===== src/rtl/d16_encode_pkg.sv =====
// Shared d16 opcode map and field-layout classes; the opcode->format function
// is the single source of truth used by both encode and decode.
package d16_encode_pkg;

   localparam logic [7:0] D16_OP_ADD = 8'h01;
   localparam logic [7:0] D16_OP_SUB = 8'h02;
   localparam logic [7:0] D16_OP_SHL = 8'h03;
   localparam logic [7:0] D16_OP_SHR = 8'h04;
   localparam logic [7:0] D16_OP_OR  = 8'h05;
   localparam logic [7:0] D16_OP_AND = 8'h06;
   localparam logic [7:0] D16_OP_EQU = 8'h07;
   localparam logic [7:0] D16_OP_LTE = 8'h08;
   localparam logic [7:0] D16_OP_GTE = 8'h09;
   localparam logic [7:0] D16_OP_LT  = 8'h0A;
   localparam logic [7:0] D16_OP_GT  = 8'h0B;
   localparam logic [7:0] D16_OP_COP = 8'h0C;
   localparam logic [7:0] D16_OP_AFC = 8'h0D;
   localparam logic [7:0] D16_OP_LOD = 8'h0E;
   localparam logic [7:0] D16_OP_STR = 8'h0F;
   localparam logic [7:0] D16_OP_JMP = 8'h10;
   localparam logic [7:0] D16_OP_JMZ = 8'h11;
   localparam logic [7:0] D16_OP_JMR = 8'h12;
   localparam logic [7:0] D16_OP_STP = 8'h13;
   localparam logic [7:0] D16_OP_LOP = 8'h14;

   typedef enum logic [3:0] {
      D16_FMT_ILL,
      D16_FMT_RRR,
      D16_FMT_RR,
      D16_FMT_RI16,
      D16_FMT_A16R,
      D16_FMT_A16,
      D16_FMT_R,
      D16_FMT_STP,
      D16_FMT_LOP
   } d16_fmt_e;

   typedef enum logic [1:0] {
      ST_IDLE,
      ST_HI,
      ST_LO
   } enc_state_e;

   typedef struct packed {
      logic [7:0]  op;
      logic [15:0] a;
      logic [15:0] b;
      logic [15:0] c;
   } d16_fields_t;

   function automatic d16_fmt_e d16_fmt(input logic [7:0] op);
      d16_fmt_e f;
      case (op)
         D16_OP_ADD, D16_OP_SUB, D16_OP_SHL, D16_OP_SHR, D16_OP_OR, D16_OP_AND,
         D16_OP_EQU, D16_OP_LTE, D16_OP_GTE, D16_OP_LT, D16_OP_GT:
                                 f = D16_FMT_RRR;
         D16_OP_COP:             f = D16_FMT_RR;
         D16_OP_AFC, D16_OP_LOD: f = D16_FMT_RI16;
         D16_OP_STR, D16_OP_JMZ: f = D16_FMT_A16R;
         D16_OP_JMP:             f = D16_FMT_A16;
         D16_OP_JMR:             f = D16_FMT_R;
         D16_OP_STP:             f = D16_FMT_STP;
         D16_OP_LOP:             f = D16_FMT_LOP;
         default:                f = D16_FMT_ILL;
      endcase
      return f;
   endfunction

   // Unsigned 8-bit field: upper byte clear.
   function automatic logic fits_u8(input logic [15:0] v);
      return v[15:8] == 8'h00;
   endfunction

   // Signed 8-bit field: upper byte is the sign extension of bit 7.
   function automatic logic fits_s8(input logic [15:0] v);
      return v[15:8] == {8{v[7]}};
   endfunction

endpackage


===== src/rtl/d16_encode_pack.sv =====
// Combinational field-form -> 32-bit instruction packer with operand range check.
module d16_encode_pack
   import d16_encode_pkg::*;
(
   input  d16_fields_t fld_i,
   output logic [31:0] word_o,
   output logic        legal_o
);

   logic [7:0]  op;
   logic [15:0] a, b, c;
   logic        a8, b8, c8, a0, b0, c0;

   assign op = fld_i.op;
   assign a  = fld_i.a;
   assign b  = fld_i.b;
   assign c  = fld_i.c;
   assign a8 = fits_u8(a);
   assign b8 = fits_u8(b);
   assign c8 = fits_u8(c);
   assign a0 = (a == 16'h0000);
   assign b0 = (b == 16'h0000);
   assign c0 = (c == 16'h0000);

   always_comb begin
      word_o  = {op, 24'h000000};
      legal_o = 1'b0;
      case (d16_fmt(op))
         D16_FMT_RRR: begin
            legal_o = a8 & b8 & c8;
            word_o  = {op, a[7:0], b[7:0], c[7:0]};
         end
         D16_FMT_RR: begin
            legal_o = a8 & b8 & c0;
            word_o  = {op, a[7:0], b[7:0], 8'h00};
         end
         D16_FMT_RI16: begin
            legal_o = a8 & c0;
            word_o  = {op, a[7:0], b};
         end
         D16_FMT_A16R: begin
            legal_o = b8 & c0;
            word_o  = {op, a, b[7:0]};
         end
         D16_FMT_A16: begin
            legal_o = b0 & c0;
            word_o  = {op, a, 8'h00};
         end
         D16_FMT_R: begin
            legal_o = a0 & c0 & b8;
            word_o  = {op, b[7:0], 16'h0000};
         end
         D16_FMT_STP: begin
            legal_o = fits_s8(a) & b8 & c8;
            word_o  = {op, a[7:0], b[7:0], c[7:0]};
         end
         D16_FMT_LOP: begin
            legal_o = a8 & fits_s8(b) & c8;
            word_o  = {op, a[7:0], b[7:0], c[7:0]};
         end
         default: begin
            legal_o = 1'b0;
         end
      endcase
   end

endmodule


===== src/rtl/d16_encode.sv =====
// d16 instruction encoder/loader: packs field-form instructions and writes them
// to instruction memory as two halfword beats (high half first).
module d16_encode
   import d16_encode_pkg::*;
#(
   parameter int AW  = 16,
   parameter int ECW = 8
) (
   input  logic           sys_clk,
   input  logic           sys_rst_n,
   input  logic           in_valid,
   output logic           in_ready,
   input  logic [7:0]     in_op,
   input  logic [15:0]    in_a,
   input  logic [15:0]    in_b,
   input  logic [15:0]    in_c,
   input  logic           adr_load,
   input  logic [AW-1:0]  adr_base,
   output logic [AW-1:0]  mem_adr,
   output logic [15:0]    mem_dat,
   output logic           mem_we,
   input  logic           mem_ack,
   output logic           done,
   output logic           err,
   output logic [ECW-1:0] err_cnt,
   output logic [15:0]    instr_cnt
);

   enc_state_e     state_q, state_d;
   logic [AW-1:0]  ptr_q, ptr_d;
   logic [15:0]    lo_q, lo_d;
   logic [AW-1:0]  adr_q, adr_d;
   logic [15:0]    dat_q, dat_d;
   logic           we_q, we_d;
   logic           done_q, done_d;
   logic           err_q, err_d;
   logic [ECW-1:0] ecnt_q, ecnt_d;
   logic [15:0]    icnt_q, icnt_d;

   d16_fields_t fld;
   logic [31:0] word;
   logic        legal;
   logic        accept;
   logic [AW-1:0] ptr_adv;

   assign fld = '{op: in_op, a: in_a, b: in_b, c: in_c};

   d16_encode_pack u_pack (
      .fld_i   (fld),
      .word_o  (word),
      .legal_o (legal)
   );

   // Ready in the final LO-ack cycle lets a new instruction chain straight into HI.
   assign in_ready = ((state_q == ST_IDLE) | ((state_q == ST_LO) & mem_ack)) & ~adr_load;
   assign accept   = in_valid & in_ready;
   assign ptr_adv  = adr_load ? adr_base : ptr_q + AW'(2);

   always_comb begin
      state_d = state_q;
      ptr_d   = ptr_q;
      lo_d    = lo_q;
      adr_d   = adr_q;
      dat_d   = dat_q;
      we_d    = we_q;
      done_d  = 1'b0;
      err_d   = 1'b0;
      ecnt_d  = ecnt_q;
      icnt_d  = icnt_q;

      case (state_q)
         ST_IDLE: begin
            if (adr_load) ptr_d = adr_base;
         end
         ST_HI: begin
            if (mem_ack) begin
               state_d = ST_LO;
               adr_d   = ptr_q + AW'(1);
               dat_d   = lo_q;
            end
         end
         ST_LO: begin
            if (mem_ack) begin
               state_d = ST_IDLE;
               we_d    = 1'b0;
               ptr_d   = ptr_adv;
               done_d  = 1'b1;
               icnt_d  = icnt_q + 16'd1;
            end
         end
         default: begin
            state_d = ST_IDLE;
            we_d    = 1'b0;
         end
      endcase

      // accept implies ~adr_load, so ptr_d here is the address of the new high half.
      if (accept) begin
         if (legal) begin
            state_d = ST_HI;
            we_d    = 1'b1;
            adr_d   = ptr_d;
            dat_d   = word[31:16];
            lo_d    = word[15:0];
         end else begin
            err_d = 1'b1;
            if (ecnt_q != '1) ecnt_d = ecnt_q + ECW'(1);
         end
      end
   end

   always_ff @(posedge sys_clk or negedge sys_rst_n) begin
      if (!sys_rst_n) begin
         state_q <= ST_IDLE;
         ptr_q   <= '0;
         lo_q    <= '0;
         adr_q   <= '0;
         dat_q   <= '0;
         we_q    <= 1'b0;
         done_q  <= 1'b0;
         err_q   <= 1'b0;
         ecnt_q  <= '0;
         icnt_q  <= '0;
      end else begin
         state_q <= state_d;
         ptr_q   <= ptr_d;
         lo_q    <= lo_d;
         adr_q   <= adr_d;
         dat_q   <= dat_d;
         we_q    <= we_d;
         done_q  <= done_d;
         err_q   <= err_d;
         ecnt_q  <= ecnt_d;
         icnt_q  <= icnt_d;
      end
   end

   assign mem_adr   = adr_q;
   assign mem_dat   = dat_q;
   assign mem_we    = we_q;
   assign done      = done_q;
   assign err       = err_q;
   assign err_cnt   = ecnt_q;
   assign instr_cnt = icnt_q;

endmodule


===== config.mk =====
export PLATFORM = sky130hd
export DESIGN_NAME = d16_encode
export DESIGN_NICKNAME = d
export VERILOG_FILES = /design/src/rtl/d16_encode_pkg.sv /design/src/rtl/d16_encode_pack.sv /design/src/rtl/d16_encode.sv
export SDC_FILE = /design/constraint.sdc
export NUM_CORES = 1
export LEC_CHECK = 0
export CAP_MARGIN = 5
export CORE_MARGIN = 2
export CORE_UTILIZATION = 52
export CTS_BUF_LIST = sky130_fd_sc_hd__clkbuf_8
export CTS_CLUSTER_DIAMETER = 200
export DETAILED_ROUTE_END_ITERATION = 7
export MAX_ROUTING_LAYER = met4
export PLACE_DENSITY = 0.93
export SLEW_MARGIN = 20
export SYNTH_ARGS = -nofsm -noshare
export SYNTH_HDL_FRONTEND = slang
export SYNTH_HIERARCHICAL = 1
export SYNTH_SLANG_ARGS = --single-unit

===== constraint.sdc =====
create_clock -name sys_clk -period 2.21 [get_ports sys_clk]
set_input_delay 0.3315 -clock sys_clk [delete_from_list [all_inputs] [get_ports sys_clk]]
set_output_delay 0.3315 -clock sys_clk [all_outputs]
set_load 0.005 [all_outputs]

==> flow_metrics.py <==
metrics = {
    "worst_setup_path": {
        "path_class": "in2reg",
        "rrSetupSlack_ns": 0.15,
        "r2r_start": "ptr_q[2]$_DFF_PN0_",
        "crit_chain": "buf_8, inv_12, ha_4, inv_2, buf_4, buf_4, buf_4, nor3_2, nand2_1, nor3_2, o31ai_2, nand3_2, or4b_4, buf_6, a211o_1, o21ai_1",
        "cp_max_fo": 7,
        "path_common_cell": "buf_4",
        "cp-start-kind": "primary input",
        "cpMaxStageDelayCell": "or4b_4",
        "crit_arrival_ns": 2.92,
        "critPathCaptureType": "flip-flop",
        "crit_family": "simple AND/OR/NAND/NOR gates",
        "worstPathRequired_ns": 2.51,
        "crit_buf_inv": 7,
        "rr_endpoint": "mem_adr[15]$_DFF_PN0_",
        "worstRegToRegCells": 6,
        "max_stage_delay_ns": 0.56,
    },
    "final_layout": {
        "area_growth_pct": 47.6,
        "final_cell_mix": "nand2_1, clkdlybuf4s50_1, buf_4",
        "drive_above_1_share": 0.245,
        "fill_cells": 673,
        "finish.utilization": 0.777,
        "nets": 946,
        "insertedDiodeCount": 0,
        "final_cells": 1006,
        "final_common_cell": "nand2_1",
    },
    "timing": {
        "postLayoutSetupSlackWorst_ns": -0.409,
        "min_period_over_period": 1.19,
        "fmax_mhz": 382,
        "skew_ns": 0.0100,
        "rsz0062_at_grt": "true",
        "slew_viol_final": 0,
        "fin_crit_ns": 2.62,
        "worst_pin_slew_ns": 0.708,
        "finalSetupViolations": 58,
        "finalHoldViolations": 0,
        "slew_headroom": 0.528,
    },
    "floorplanning": {
        "coreArea_sq_um": 10700,
        "io_pins": 137,
        "fp-row-count": 38,
        "initial_core_util": 0.527,
        "die_w_microns": 108,
        "die_h_microns": 108,
        "dieArea_sq_um": 11700,
    },
    "routing": {
        "wl_met2_microns": 9600,
        "viasPerCell": 6.02,
        "wl_microns": 18600,
        "ant_nets": 0,
        "drt_iter0_markers": 620,
        "wl_met1_microns": 6890,
        "drc": 0,
        "drtPass1Iterations": 8,
        "highest_layer": "met4",
        "wire_per_inst_microns": 18.5,
        "via_count": 6054,
        "wl_met3_microns": 1400,
    },
    "clock_tree": {
        "htreeDepth": 3,
        "cts_tree": "yes",
        "clkTransAtPathRegs_ns": 0.08,
        "cts_sinks": 93,
        "root_buffer": "clkbuf_8",
        "cts_buffer_depth": 2,
        "cts_made_buffers": 9,
        "insertion_delay_ns": 0.38,
    },
    "pwr": {
        "p_per_area_nw_per_um2": 486,
        "irDropWorstVdd_uv": 334,
        "leakagePower_uw": 0.00378,
    },
    "synthesis": {
        "ys.flop_type": "dfrtp_1",
        "synth-simple-area-share": 0.251,
        "synth_xor_area_frac": 0.0746,
        "synth_area_leaders": "dfrtp_1, nand2_1, xnor2_1",
        "synth_cell_types": 70,
        "yosysSeqAreaShare": 0.413,
        "ys_warn_count": 6,
        "avgSynthCellArea_sq_um": 8.76,
        "synthArstFlopShare": 1.00,
        "synth_top_area_frac": 0.413,
        "synth_top_family_by_area": "simple AND/OR/NAND/NOR gates",
        "syn_area_sq_um": 5630,
        "synth_nets": 727,
        "ys_ff_latch": 93,
        "muxShareOfSynthArea": 0.00378,
        "syn_inst": 643,
        "yosys.area.top_type": "dfrtp_1",
        "synth_edf_count": 0,
        "yosys.area_share.adder": 0.0155,
        "synth_compound_area_frac": 0.172,
    },
    "worst_hold_path": {
        "hold_path_depth": 3,
        "min_path_type": "in2reg",
        "min_to": "mem_dat[9]$_DFF_PN0_",
        "min_from": "in_op[1]",
    },
    "grt": {
        "antenna_found_initial": 0,
        "grt_usage": 0.317,
        "grt_max_degree": 55,
        "grt_pass1_wl_microns": 28500,
        "grt_pass1_vias": 5921,
        "grt_overflow": 0,
    },
    "status": {
        "status": "finished, violations left",
        "violations": "negative setup slack",
    },
    "placed_design": {
        "place.gp.congestion": 1.10,
        "dp.cells": 962,
        "io_buffers": 136,
        "hpwl_microns": 12800,
    },
    "flow_run": {
        "max-cap-violations": 0,
    },
}
## state kept, by name, summed over array words and instances (netlist names)
register   cells
mem_dat       16
done           1
mem_we         1
err_cnt        8
mem_adr       16
instr_cnt     16
ptr_q         16
state_q        2
lo_q          16
err            1
## worst reg2reg max path, stage by stage, from the launching register on
cell and delay (ns):
dfrtp_1 0.46, ha_1 0.34, nand4_1 0.21, nor3_1 0.44, a31oi_1 0.15, a211o_1 0.29, o21ai_1 0.09
## power by group
group | switching [uW] | internal, uW | leakage [uW]
clock | 575 | 567 | 0.000109
combinational | 407 | 507 | 0.00243
sequential | 178 | 1800 | 0.00123
## kinds of logic (layout without fill, tap and decap cells)
kind of cell / count (synthesis) / after routing
xor+xnor: 48 / 48
fa+ha+maj: 7 / 7
mux: 2 / 2
buf+inv: 73 / 296
compound gates: 137 / 137
flops: 93 / 93
simple gates: 283 / 283
## Yosys cell counts, types with 7 or more instances
cell and n:
a21oi_1 14, nand2_1 124, buf_4 10, inv_1 24, o21ai_0 25, nor4_1 17, a31oi_1 21, nor2_1 58
nor3_1 11, o21ai_2 8, xnor2_1 25, nand3_1 19, a22o_1 8, clkbuf_1 14, xor2_1 23, buf_6 9
a22oi_1 8, o22ai_1 15, a222oi_1 8, ha_1 7, nand4_1 18, buf_2 11, dfrtp_1 93
## layer usage
layer	track usage	vias to the layer above
li1	-	2712
met1	0.359	2866
met2	0.555	381
met3	0.0549	95
met4	0.133	0
met5	-	-
## final cells by class
cell class | instances | area [sq um] | area share
Clock inverter | 4 | 41.3 | 0.00497
Multi-Input combinational cell | 477 | 3180 | 0.382
Inverter | 28 | 124 | 0.0149
Sequential cell | 93 | 2330 | 0.280
Clock buffer | 11 | 151 | 0.0182
Tap cell | 140 | 175 | 0.0211
Timing Repair Buffer | 253 | 2320 | 0.279
## per-stage QoR
| step | hold WS [ns] | worst slack [ns] | TNS (ns) | cell area, sq um | power, uW |
|---|---|---|---|---|---|
| floorplan | 0.0359 | -0.403 | -19.34 | 5710 | 2290 |
| global placement | 0.325 | -1.09 | -59.69 | 7640 | 2780 |
| detailed placement | 0.338 | -1.31 | -69.74 | 7640 | 2820 |
| CTS | 0.381 | -0.355 | -14.05 | 8050 | 3960 |
| global route | 0.284 | -0.460 | -22.19 | 8310 | 4200 |
| finish | 0.264 | -0.409 | -18.32 | 8310 | 4040 |
## worst max-delay path by stage
stage,startpoint,end,slack [ns],cells past startpoint
floorplan,in_op[1],mem_adr[3]$_DFF_PN0_,-0.40,13
finish,in_op[1],mem_adr[15]$_DFF_PN0_,-0.41,16
detailed placement,in_op[1],mem_adr[8]$_DFF_PN0_,-1.31,14
global route,in_op[1],mem_dat[0]$_DFF_PN0_,-0.46,16
global placement,in_op[1],err_cnt[5]$_DFFE_PN0P_,-1.09,14
CTS,in_op[1],err_cnt[5]$_DFFE_PN0P_,-0.36,14
## what timing repair did
item / in CTS / in global routing
gates resized for setup: 67 / 56
pin swaps: 30 / 18
hold buffers: 1 / 0
endpoints found under the setup margin: 60 / 60
cloned: 0 / 0
buffers inserted: 15 / 14
hold endpoints to repair: 39 / 0
No activity file was read; power rests on OpenSTA's default activity.
